## config.mk

```make
export PLATFORM = sky130hd
export DESIGN_NAME = rr_mux_arbiter_flat
export DESIGN_NICKNAME = d
export VERILOG_FILES = /design/src/rtl/rr_mux_arbiter_pkg.sv /design/src/rtl/rr_mux_arbiter_if.sv /design/src/rtl/rr_mux_arbiter_mux4_1.sv /design/src/rtl/rr_mux_arbiter.sv /design/src/flat_wrapper.sv
export SDC_FILE = /design/constraint.sdc
export NUM_CORES = 1
export LEC_CHECK = 0
export ABC_AREA = 1
export CAP_MARGIN = 30
export CORE_UTILIZATION = 55
export DETAILED_ROUTE_END_ITERATION = 6
export PLACE_DENSITY = 0.81
export SLEW_MARGIN = 30
export SYNTH_ARGS = -nofsm -noshare
export SYNTH_HDL_FRONTEND = slang
export SYNTH_SLANG_ARGS = --single-unit
```

## constraint.sdc

```tcl
create_clock -name clk -period 2.5 [get_ports clk]
set_clock_uncertainty 0.05 [all_clocks]
set_input_delay 0.375 -clock clk [delete_from_list [all_inputs] [get_ports clk]]
set_output_delay 0.375 -clock clk [all_outputs]
set_load 0.05 [all_outputs]
```

## src/rtl/rr_mux_arbiter_pkg.sv

```systemverilog
// Shared types and the round-robin search helper for the 4-requester mux arbiter.
package rr_mux_arb_pkg;
  localparam int NUM_REQ = 4;
  localparam int SEL_W   = 2;

  typedef enum logic {IDLE = 1'b0, GRANT = 1'b1} state_t;

  typedef struct packed {
    logic             found;
    logic [SEL_W-1:0] idx;
  } pick_t;

  // First set request at or after start, wrapping 3 -> 0.
  function automatic pick_t next_req(input logic [SEL_W-1:0] start,
                                     input logic [NUM_REQ-1:0] req);
    pick_t            r;
    logic [SEL_W-1:0] k;
    r = '0;
    for (int n = NUM_REQ - 1; n >= 0; n--) begin
      k = start + SEL_W'(n);
      if (req[k]) begin
        r.found = 1'b1;
        r.idx   = k;
      end
    end
    return r;
  endfunction
endpackage

```

## src/rtl/rr_mux_arbiter_if.sv

```systemverilog
// Requester/mux bundle between the arbiter (slave) and its requesters (master).
interface rr_mux_arbiter_if;
  import rr_mux_arb_pkg::*;
  logic [NUM_REQ-1:0] req;
  logic               i0, i1, i2, i3;
  logic [SEL_W-1:0]   s;
  logic [NUM_REQ-1:0] gnt;
  logic               busy;
  logic               out;

  modport master (output req, i0, i1, i2, i3, input s, gnt, busy, out);
  modport slave  (input req, i0, i1, i2, i3, output s, gnt, busy, out);
endinterface

```

## src/rtl/rr_mux_arbiter_mux4_1.sv

```systemverilog
// Plain combinational 4:1 one-bit multiplexer.
module mux4_1 (
  input  logic       i0,
  input  logic       i1,
  input  logic       i2,
  input  logic       i3,
  input  logic [1:0] s,
  output logic       y
);
  assign y = s[1] ? (s[0] ? i3 : i2) : (s[0] ? i1 : i0);
endmodule

```

## src/rtl/rr_mux_arbiter.sv

```systemverilog
// Round-robin owner of a shared 4:1 mux select with a bounded hold window.
// state | meaning
// IDLE  | no grant, s keeps last grantee
// GRANT | gnt[s] asserted, cnt counts cycles in the current hold window
module rr_mux_arbiter #(
  parameter int MAX_HOLD = 4
) (
  input logic             clk,
  input logic             rst,
  rr_mux_arbiter_if.slave bus
);
  import rr_mux_arb_pkg::*;

  state_t             state_q, state_d;
  logic [SEL_W-1:0]   s_q, s_d, ptr_q, ptr_d;
  logic [NUM_REQ-1:0] gnt_q, gnt_d;
  logic [3:0]         cnt_q, cnt_d;
  logic               busy_q, busy_d;
  logic               mux_y;

  pick_t              pick_idle, pick_next;
  logic               take;
  logic [SEL_W-1:0]   win;

  assign pick_idle = next_req(ptr_q, bus.req);
  // Current grantee is masked so "another request pending" excludes it.
  assign pick_next = next_req(s_q + SEL_W'(1), bus.req & ~(NUM_REQ'(1) << s_q));

  always_ff @(posedge clk) begin
    if (rst) begin
      state_q <= IDLE;
      s_q     <= '0;
      ptr_q   <= '0;
      gnt_q   <= '0;
      cnt_q   <= '0;
      busy_q  <= 1'b0;
    end else begin
      state_q <= state_d;
      s_q     <= s_d;
      ptr_q   <= ptr_d;
      gnt_q   <= gnt_d;
      cnt_q   <= cnt_d;
      busy_q  <= busy_d;
    end
  end

  always_comb begin
    state_d = state_q;
    s_d     = s_q;
    ptr_d   = ptr_q;
    gnt_d   = gnt_q;
    cnt_d   = cnt_q;
    busy_d  = busy_q;
    take    = 1'b0;
    win     = '0;
    case (state_q)
      IDLE: begin
        gnt_d  = '0;
        busy_d = 1'b0;
        if (pick_idle.found) begin
          take = 1'b1;
          win  = pick_idle.idx;
        end
      end
      GRANT: begin
        if (!bus.req[s_q]) begin
          if (pick_next.found) begin
            take = 1'b1;
            win  = pick_next.idx;
          end else begin
            state_d = IDLE;
            gnt_d   = '0;
            busy_d  = 1'b0;
          end
        end else if (cnt_q == 4'(MAX_HOLD)) begin
          if (pick_next.found) begin
            take = 1'b1;
            win  = pick_next.idx;
          end else begin
            cnt_d = 4'd1;
          end
        end else begin
          cnt_d = cnt_q + 4'd1;
        end
      end
      default: begin
        state_d = IDLE;
        gnt_d   = '0;
        busy_d  = 1'b0;
      end
    endcase
    if (take) begin
      state_d = GRANT;
      s_d     = win;
      gnt_d   = NUM_REQ'(1) << win;
      cnt_d   = 4'd1;
      ptr_d   = win + SEL_W'(1);
      busy_d  = 1'b1;
    end
  end

  mux4_1 u_mux (
    .i0 (bus.i0),
    .i1 (bus.i1),
    .i2 (bus.i2),
    .i3 (bus.i3),
    .s  (s_q),
    .y  (mux_y)
  );

  assign bus.s    = s_q;
  assign bus.gnt  = gnt_q;
  assign bus.busy = busy_q;
  assign bus.out  = mux_y & busy_q;
endmodule

```

## src/flat_wrapper.sv

```systemverilog
// flat-port wrapper written by rule: the top's interface ports become plain ports
module rr_mux_arbiter_flat import rr_mux_arb_pkg::*;
#(
  parameter int MAX_HOLD = 4
)
  (clk, rst, bus_req, bus_i0, bus_i1, bus_i2, bus_i3, bus_s, bus_gnt, bus_busy, bus_out);
  rr_mux_arbiter_if bus_i ();
  input logic clk;
  input logic rst;
  input wire logic [$bits(bus_i.req)-1:0] bus_req;
  input wire logic [$bits(bus_i.i0)-1:0] bus_i0;
  input wire logic [$bits(bus_i.i1)-1:0] bus_i1;
  input wire logic [$bits(bus_i.i2)-1:0] bus_i2;
  input wire logic [$bits(bus_i.i3)-1:0] bus_i3;
  output wire logic [$bits(bus_i.s)-1:0] bus_s;
  output wire logic [$bits(bus_i.gnt)-1:0] bus_gnt;
  output wire logic [$bits(bus_i.busy)-1:0] bus_busy;
  output wire logic [$bits(bus_i.out)-1:0] bus_out;
  assign bus_i.req = bus_req;
  assign bus_i.i0 = bus_i0;
  assign bus_i.i1 = bus_i1;
  assign bus_i.i2 = bus_i2;
  assign bus_i.i3 = bus_i3;
  assign bus_s = bus_i.s;
  assign bus_gnt = bus_i.gnt;
  assign bus_busy = bus_i.busy;
  assign bus_out = bus_i.out;
  rr_mux_arbiter #(.MAX_HOLD(MAX_HOLD)) u_core (.clk(clk), .rst(rst), .bus(bus_i));
endmodule
```

==> results.yml, run 1 <==
sta:
  rsz0062_at_grt: "false"
  worst_pin_slew_ns: 0.508
  max-slew-margin-rel: 0.660
  holdWs_ns: 0.449
  finalSetupViolations: 0
  finalSetupTns_ns: 0
  fin_crit_ns: 2.25
  hold_violations: 0
  fmax_mhz: 445
  maxSlewViolCount: 0
  final.period_utilization: 0.898
placed_design:
  dp.cells: 263
  gp_congestion: 0.850
  placement.io_buffers: 17
  dpl.hpwl_um: 2290
power_and_ir_drop:
  finalPower_mw: 2.02
  powerDensity_nw_per_um2: 1210
  leakage_nw: 0.837
  vdd.ir_drop.worst_mv: 0.858
critical_path:
  cp-startpoint: "u_core.bus.s[0]"
  cp-end-kind: "flop"
  cp.required_ns: 2.62
  critPathMaxFanout: 8
  rr_startpoint: "u_core.bus.s[0]"
  arrival_ns: 2.36
  worstSetupPathType: "reg -> reg"
  cp-start-kind: "flop"
detailed_routing:
  wire_per_inst_um: 10.7
  drt_first_pass_iters: 4
  drt_iter0_drc: 54
  vias_per_cell: 4.94
  vias: 1319
  ant_nets: 0
  drt-total-wl_um: 2860
  drc_errors: 0
finish:
  area_growth_pct: 17.2
  nFillCells: 215
  final_cell_mix: "nand2_1 (63), inv_1 (29), nand3_1 (20)"
  final_common_cell: "nand2_1"
  fin_nets: 258
  diodes: 0
  drive_gt1_frac: 0.228
  multi_input_area_sq_um: 952
  ff_latch_area_sq_um: 283
  final_cells: 267
clocking:
  path_clk_slew_ns: 0.08
  cts_buffers: 3
  cts_tree: "done"
  cts_root_buf: "clkbuf_4"
  cts_setup_buffers: 0
  cts_hold_buf: 0
  clk_path_buf_depth: 2
  clock-sinks: 14
  htree_levels: 1
  clkLatencyLatePin_ns: 0.29
  cts_resized: 0
min_path:
  holdCritPathClass: "reg -> reg"
  hold_start: "u_core.bus.busy"
outcome:
  run_status: "finished clean"
global_routing:
  antenna_found_initial: 0
  gr-total-overflow: 0
  grt_pass1_vias: 1146
  grt_pass1_wl_um: 4820
  gr-usage-all-layers: 0.233
  grt_max_degree: 21
synth:
  yosys_warnings: 0
  netlist_area_sq_um: 1420
  synth.avg_cell_area_sq_um: 6.61
  synth_seq_cells: 14
  synthDistinctLibCells: 29
  synth_nets: 235
  synthCells: 215
  yosysSeqAreaShare: 0.197
job:
  cap_viol_max_count: 0
floorplan:
  dieHeight_um: 52.8
  die_area_sq_um: 2790
  dieWidth_um: 52.8
  coreArea_sq_um: 2450
  rows: 18
  start_util: 0.578
  boundaryPins: 18
[synthesized netlist by cell type]
cell type	count	area, sq um
inv_2	6	22.5
a21oi_2	4	35.0
nand2_4	3	33.8
ha_1	10	125
a21oi_1	5	25.0
a21boi_0	1	7.51
o21ai_1	4	20.0
xor2_1	2	17.5
o21ai_2	2	17.5
nor2_4	1	11.3
nor2_1	10	37.5
nand2_1	63	236
buf_12	1	20.0
nand4_1	4	25.0
inv_1	29	109
nand3_4	1	17.5
nand2_2	13	81.3
nand3_1	20	100
buf_6	2	22.5
o21ai_0	6	30.0
o21ai_4	1	16.3
nand2_8	1	20.0
dfxtp_1	14	280
a31oi_1	1	6.26
nand3_2	5	50.1
nor2_2	3	18.8
inv_6	1	8.76
nor2_8	1	20.0
clkinv_2	1	5.00
[cell families after synthesis]
family                   synth area share
AND/OR/NAND/NOR                     0.459
AO/OA/AOI/OAI                       0.111
buffers and inverters               0.132
adder cells (fa/ha/maj)            0.0881
XOR/XNOR                           0.0123
flip-flops                          0.197
[worst max-delay path, stage by stage (launching register included)]
cell and delay (ns):
dfxtp_2 0.38, inv_6 0.06, ha_1 0.33, inv_1 0.14
nand2_1 0.08, nand2_2 0.09, nand2_2 0.07, nand2_1 0.09
clkinv_2 0.09, nand2_1 0.06, nand2_1 0.05, nand2_2 0.08
nand3_2 0.07, nand2_2 0.11, inv_1 0.07, ha_1 0.19
nand2_1 0.06, a21oi_1 0.05
[layout make-up]
type                       instances  area share
tap                               30      0.0226
multi-input combinational        161       0.572
inverter                          37      0.0872
sequential                        14       0.170
clock buffer                       4      0.0218
timing repair buffer              21       0.126
[through the flow]
stage | util | setup slack, ns | area [sq um]
2_1_floorplan | - | 0.113 | 1420
3_3_place_gp | 0.663 | 0.126 | 1630
3_5_place_dp | 0.663 | 0.0900 | 1630
4_1_cts | 0.678 | 0.249 | 1660
5_1_grt | 0.678 | 0.0445 | 1660
6_report | 0.678 | 0.254 | 1660
[where the power goes]
group	switching [mW]	internal, mW	total [mW]	leakage [nW]
combinational	0.976	0.522	1.50	0.701
clock	0.0778	0.0888	0.167	0.0210
sequential	0.0605	0.292	0.353	0.116
total	1.11	0.903	2.02	0.837
[flip-flops by register name, summed over array words and instances, names as in the netlist]
signal / count
u_core.bus.gnt: 4
u_core.cnt_q: 4
u_core.bus.s: 2
u_core.state_q: 1
u_core.bus.busy: 1
u_core.ptr_q: 2
[worst paths after layout]
check | endpoint | slack (ns) | depth (start not counted)
min | u_core.bus.busy | 0.45 | 2
min reg2reg | u_core.bus.busy | 0.45 | 2
max reg2reg | u_core.bus.gnt[0] | 0.25 | 17
max | u_core.bus.gnt[0] | 0.25 | 17
[routing by layer]
| layer | vias up | wire length (um) | track usage |
|---|---|---|---|
| li1 | 720 | - | - |
| met1 | 567 | 1430 | 0.305 |
| met2 | 28 | 1300 | 0.382 |
| met3 | 4 | 98 | 0.0261 |
| met4 | 0 | 37 | 0.0965 |
| met5 | - | 0 | 0 |
Power figures use the tool's default switching activity.
==> run 2, diff against run 1 <==
--- a/config.mk
+++ b/config.mk
@@ -7,9 +7,9 @@
 export LEC_CHECK = 0
 export ABC_AREA = 1
 export CAP_MARGIN = 30
-export CORE_UTILIZATION = 55
+export CORE_UTILIZATION = 28
 export DETAILED_ROUTE_END_ITERATION = 6
-export PLACE_DENSITY = 0.81
+export PLACE_DENSITY = 0.48
 export SLEW_MARGIN = 30
 export SYNTH_ARGS = -nofsm -noshare
 export SYNTH_HDL_FRONTEND = slang
==> run 2 against run 1 <==
Net effect: power increased by 4.6%; combinational power about the same; cell count increased by 15%; critical path type unchanged; sequential power about the same; largest power group unchanged; critical endpoint is now u_core.bus.gnt[2]; largest cell class unchanged; design area increased by 5.3%.
==> results.yml, run 2 (synthesized netlist as in run 1, its figures left out) <==
detailed_routing:
  drc_errors: 0
  vias_per_cell: 4.30
  wire_per_inst_um: 10.4
  drt_first_pass_iters: 3
  drt-total-wl_um: 3180
  drt_iter0_drc: 64
  vias: 1320
  ant_nets: 0
global_routing:
  gr-total-overflow: 0
  grt_max_degree: 21
  gr-usage-all-layers: 0.131
  grt_pass1_vias: 1187
  antenna_found_initial: 0
  grt_pass1_wl_um: 5420
finish:
  diodes: 0
  fin_nets: 261
  final_cell_mix: "nand2_1 (63), inv_1 (29), nand3_1 (20)"
  drive_gt1_frac: 0.238
  nFillCells: 528
  final_common_cell: "nand2_1"
  area_growth_pct: 23.3
clocking:
  cts_resized: 0
  clk_path_buf_depth: 2
  clkLatencyLatePin_ns: 0.25
  path_clk_slew_ns: 0.06
  cts_tree: "done"
  cts_hold_buf: 0
  cts_setup_buffers: 0
  cts_buffers: 3
  cts_root_buf: "clkbuf_8"
  clock-sinks: 14
  htree_levels: 1
sta:
  final.period_utilization: 0.892
  fmax_mhz: 448
  fin_crit_ns: 2.23
  worst_pin_slew_ns: 0.504
  finalSetupTns_ns: 0
  hold_violations: 0
  finalSetupViolations: 0
  rsz0062_at_grt: "false"
  max-slew-margin-rel: 0.663
  maxSlewViolCount: 0
critical_path:
  slowest_stage: "dfxtp_2"
  crit_top_cell: "nand2_1"
  rr_startpoint: "u_core.bus.s[0]"
  worstSetupPathType: "reg -> reg"
  cpPeakStageDelay_ns: 0.36
  path_cells: "inv_6 > ha_1 > inv_1 > nand2_1 > nand2_2 > nand2_2 > nand2_1 > clkinv_2 > nand2_1 > nand2_1 > nand2_2 > nand3_2 > nand2_2 > inv_1 > ha_1 > nand2_1 > a21oi_1"
  cp-end-kind: "flop"
  cp.required_ns: 2.59
  arrival_ns: 2.32
  critPathMaxFanout: 8
  cp-start-kind: "flop"
  cp-startpoint: "u_core.bus.s[0]"
power_and_ir_drop:
  p_sw_mw: 1.14
  finalPower_mw: 2.11
  powerDensity_nw_per_um2: 1200
  p_int_uw: 969
  pwr-share-seq: 0.168
  vdd.ir_drop.worst_mv: 0.598
  netSwitchingFraction: 0.541
  clkPwrFrac: 0.107
  p_comb_frac: 0.726
  leakage_nw: 0.859
min_path:
  holdCritPathClass: "reg -> reg"
  hold_start: "u_core.bus.gnt[3]"
floorplan:
  rows: 25
  dieHeight_um: 73.2
  dieWidth_um: 73.2
  coreArea_sq_um: 4790
  die_area_sq_um: 5360
  start_util: 0.297
  boundaryPins: 18
placed_design:
  dpl.hpwl_um: 2540
  placement.io_buffers: 17
  gp_congestion: 0.780
outcome:
  run_status: "finished clean"
job:
  cap_viol_max_count: 0
==> run 2: cell types whose count changed in the layout (fill, tap and decap cells not counted), sizes merged <==
cell,delta
buf,+3
==> run 2: power by group through the flow <==
| stage | logic (mW) | registers (mW) | clock network, mW |
|---|---|---|---|
| finish | 1.53 | 0.354 | 0.225 |
| floorplan | 1.08 | 0.482 | 0 |
| CTS | 1.55 | 0.355 | 0.233 |
| global placement | 1.54 | 0.359 | 0 |
| global route | 1.73 | 0.366 | 0.241 |
| detailed placement | 1.54 | 0.359 | 0 |
==> run 2: area by class of cell <==
class                           count  area [sq um]  share of cell area
Sequential cell                    14           283               0.161
Inverter                           37           145              0.0829
Tap cell                           67          83.8              0.0479
Clock buffer                        4          55.1              0.0314
Multi-Input combinational cell    161           952               0.544
Timing Repair Buffer               24           233               0.133
==> run 2: worst paths after layout <==
check	slack, ns	end	depth (start not counted)
min reg2reg	0.44	u_core.bus.gnt[3]	2
max	0.27	u_core.bus.gnt[2]	17
min	0.44	u_core.bus.gnt[3]	2
max reg2reg	0.27	u_core.bus.gnt[2]	17
==> run 2: per-layer routing <==
layer	track usage	wire (um)
met5	0	0
met4	0.0392	27
met3	0.0221	78
met2	0.209	1380
met1	0.178	1700
==> run 2: critical path: cells and delay by family, from the launching register on <==
family	cells	cell delay [ns]
flip-flops	1	0.36
adder cells (fa/ha/maj)	2	0.52
AO/OA/AOI/OAI	1	0.05
buffers and inverters	4	0.36
AND/OR/NAND/NOR	10	0.77
==> run 2: stage by stage <==
stage                     instances  hold WS (ns)  area (sq um)  setup WS, ns  utilization
after floorplan                 215         0.394          1420         0.113            -
after global placement          303         0.432          1700        0.0518        0.355
after detailed placement        303         0.432          1700        0.0484        0.355
after CTS                       307         0.445          1750         0.262        0.366
after global routing            307         0.466          1750        0.0683        0.366
final                           307         0.440          1750         0.270        0.366
==> run 3, diff against run 2 <==
--- a/config.mk
+++ b/config.mk
@@ -5,12 +5,13 @@
 export SDC_FILE = /design/constraint.sdc
 export NUM_CORES = 1
 export LEC_CHECK = 0
-export ABC_AREA = 1
+export ABC_AREA = 0
 export CAP_MARGIN = 30
 export CORE_UTILIZATION = 28
 export DETAILED_ROUTE_END_ITERATION = 6
-export PLACE_DENSITY = 0.48
+export PLACE_DENSITY = 0.49
 export SLEW_MARGIN = 30
 export SYNTH_ARGS = -nofsm -noshare
 export SYNTH_HDL_FRONTEND = slang
 export SYNTH_SLANG_ARGS = --single-unit
+export TNS_END_PERCENT = 50
==> run 3 against run 2 <==
Net effect: hold slack better by 0.016 ns; sequential power decreased by 21%; clock power decreased by 4%.
==> results.yml, run 3 <==
floorplan:
  dieWidth_um: 65.9
  boundaryPins: 18
  dieHeight_um: 65.9
  die_area_sq_um: 4350
  start_util: 0.301
  rows: 22
  coreArea_sq_um: 3800
synth:
  synth_top_area_share: 0.245
  synth_adder_area_share: 0.109
  synth_seq_cells: 14
  ys.flop_type: "dfxtp_1"
  synth_nets: 156
  yosysMostFrequentCell: "nor2_1"
  yosys_warnings: 0
  synth-edff-count: 0
  synthMuxAreaShare: 0.0929
  synthSimpleGateAreaFrac: 0.279
  netlist_area_sq_um: 1140
  yosysTopAreaCell: "dfxtp_1"
  async_flop_share: 0
  synthCells: 136
  synth_top_family_by_area: "simple AND/OR/NAND/NOR gates"
  synth_xor_area_frac: 0
  yosysSeqAreaShare: 0.245
  synthDistinctLibCells: 46
  synth_area_leaders: "dfxtp_1 (24%), ha_1 (11%), nor2_1 (5.2%), mux2i_1 (4.4%), a21oi_1 (3.9%)"
  synth.avg_cell_area_sq_um: 8.42
  synth_compound_area_frac: 0.204
  yosys-top-cells-count: "nor2_1 (16), dfxtp_1 (14), ha_1 (10), a21oi_1 (9), inv_1 (8)"
clocking:
  path_clk_slew_ns: 0.06
  cts_buffers: 3
  htree_levels: 1
  cts_root_buf: "clkbuf_8"
  cts_hold_buf: 0
  cts_tree: "done"
  clk_path_buf_depth: 2
  clkLatencyLatePin_ns: 0.24
  clock-sinks: 14
detailed_routing:
  drt_iter0_drc: 36
  drt_first_pass_iters: 4
  vias: 1159
  drc_errors: 0
  wire_per_inst_um: 13.8
  drt-total-wl_um: 3190
  vias_per_cell: 5.00
  ant_nets: 0
placed_design:
  placement.io_buffers: 17
  gp_congestion: 0.771
  post-place-ws_ns: -0.522
  dp.cells: 223
  dpl.hpwl_um: 2430
critical_path:
  slowest_stage: "or4_4"
  cp.required_ns: 2.56
  cpPeakStageDelay_ns: 0.51
  arrival_ns: 2.54
  worstSetupPathType: "reg -> reg"
  critPathMaxFanout: 5
  cp-start-kind: "flop"
  worst_r2r_path_depth: 10
  path_cells: "buf_6 > ha_1 > nand2b_4 > and4_4 > or4_4 > o31a_1 > buf_6 > ha_4 > a22oi_2 > nor2_1"
  cp-end-kind: "flop"
  crit_top_cell: "buf_6"
finish:
  diodes: 0
  finish.utilization: 0.458
  area_growth_pct: 52.0
  final_cell_mix: "buf_4 (34), nor2_1 (16), clkdlybuf4s50_1 (12), dfxtp_1 (12), a21oi_1 (9)"
  final_common_cell: "buf_4"
  fin_nets: 205
  drive_gt1_frac: 0.359
  final_cells: 232
global_routing:
  antenna_found_initial: 0
  gr-total-overflow: 0
  gr-usage-all-layers: 0.154
  grt_max_degree: 15
  grt_pass1_wl_um: 5150
  grt_pass1_vias: 1149
sta:
  hold_violations: 0
  rsz0062_at_grt: "true"
  layout_setup_ws_ns: 0.0216
  finalSetupTns_ns: 0
  maxSlewViolCount: 0
  worst_pin_slew_ns: 0.559
  fin_crit_ns: 2.48
  final.period_utilization: 0.991
  max-slew-margin-rel: 0.626
  fmax_mhz: 403
  finalSetupViolations: 0
outcome:
  run_status: "finished clean"
min_path:
  holdCritPathClass: "reg -> reg"
  hold_depth: 2
power_and_ir_drop:
  leakage_nw: 0.704
  powerDensity_nw_per_um2: 603
  vdd.ir_drop.worst_mv: 0.319
job:
  cap_viol_max_count: 0
==> run 3: metrics by stage <==
step,hold slack [ns],total power [mW],cell area (sq um)
6_report,0.456,1.05,1740
5_1_grt,0.486,1.13,1740
4_1_cts,0.454,1.01,1660
3_5_place_dp,0.436,0.772,1570
3_3_place_gp,0.440,0.762,1570
2_1_floorplan,0.397,0.583,1170
==> run 3: layout make-up <==
type                            instances  area (sq um)
Fill cell                             379          2060
Multi-Input combinational cell        105           870
Timing Repair Buffer                   52           433
Sequential cell                        14           288
Tap cell                               48          60.1
Clock buffer                            4          55.1
Inverter                                9          35.0
==> run 3: where the power goes <==
part / switching, mW / internal, mW / leakage, nW / total (mW)
clock network: 0.0780 / 0.139 / 0.0288 / 0.217
registers: 0.0295 / 0.251 / 0.116 / 0.281
logic: 0.274 / 0.277 / 0.559 / 0.551
total: 0.382 / 0.667 / 0.704 / 1.05
==> run 3: logic make-up (layout without fill, tap and decap cells) <==
family,count (synthesis),count (layout)
AND/OR/NAND/NOR,55,55
AO/OA/AOI/OAI,32,32
flip-flops,14,14
multiplexers,8,8
adder cells (fa/ha/maj),10,10
buffers and inverters,17,65
==> run 3: critical path: cells and delay by family (launching register included) <==
family                   cells  cell delay [ns]
buffers and inverters        2             0.27
AO/OA/AOI/OAI                2             0.47
flip-flops                   1             0.37
AND/OR/NAND/NOR              4             0.84
adder cells (fa/ha/maj)      2             0.35
==> run 3: path summary, 6_finish.rpt <==
path | startpoint | end | slack, ns
setup / recovery | u_core.bus.s[0] | u_core.bus.gnt[2] | 0.02
hold reg to reg | u_core.bus.gnt[0] | u_core.bus.gnt[0] | 0.46
setup reg to reg | u_core.bus.s[0] | u_core.bus.gnt[2] | 0.02
hold / removal | u_core.bus.gnt[0] | u_core.bus.gnt[0] | 0.46
==> run 3: repair_timing <==
| action | CTS | global route |
|---|---|---|
| pin swaps | 5 | 4 |
| buffers inserted | 2 | 3 |
| resized for setup | 8 | 13 |
| setup endpoints to repair | 5 | 6 |
==> run 3: layer usage <==
layer	track usage	part of all wire	vias up
met5	0	0	-
met4	0.0239	0.0053	0
met3	0.0379	0.030	2
met2	0.261	0.48	17
met1	0.198	0.49	547
li1	-	-	593
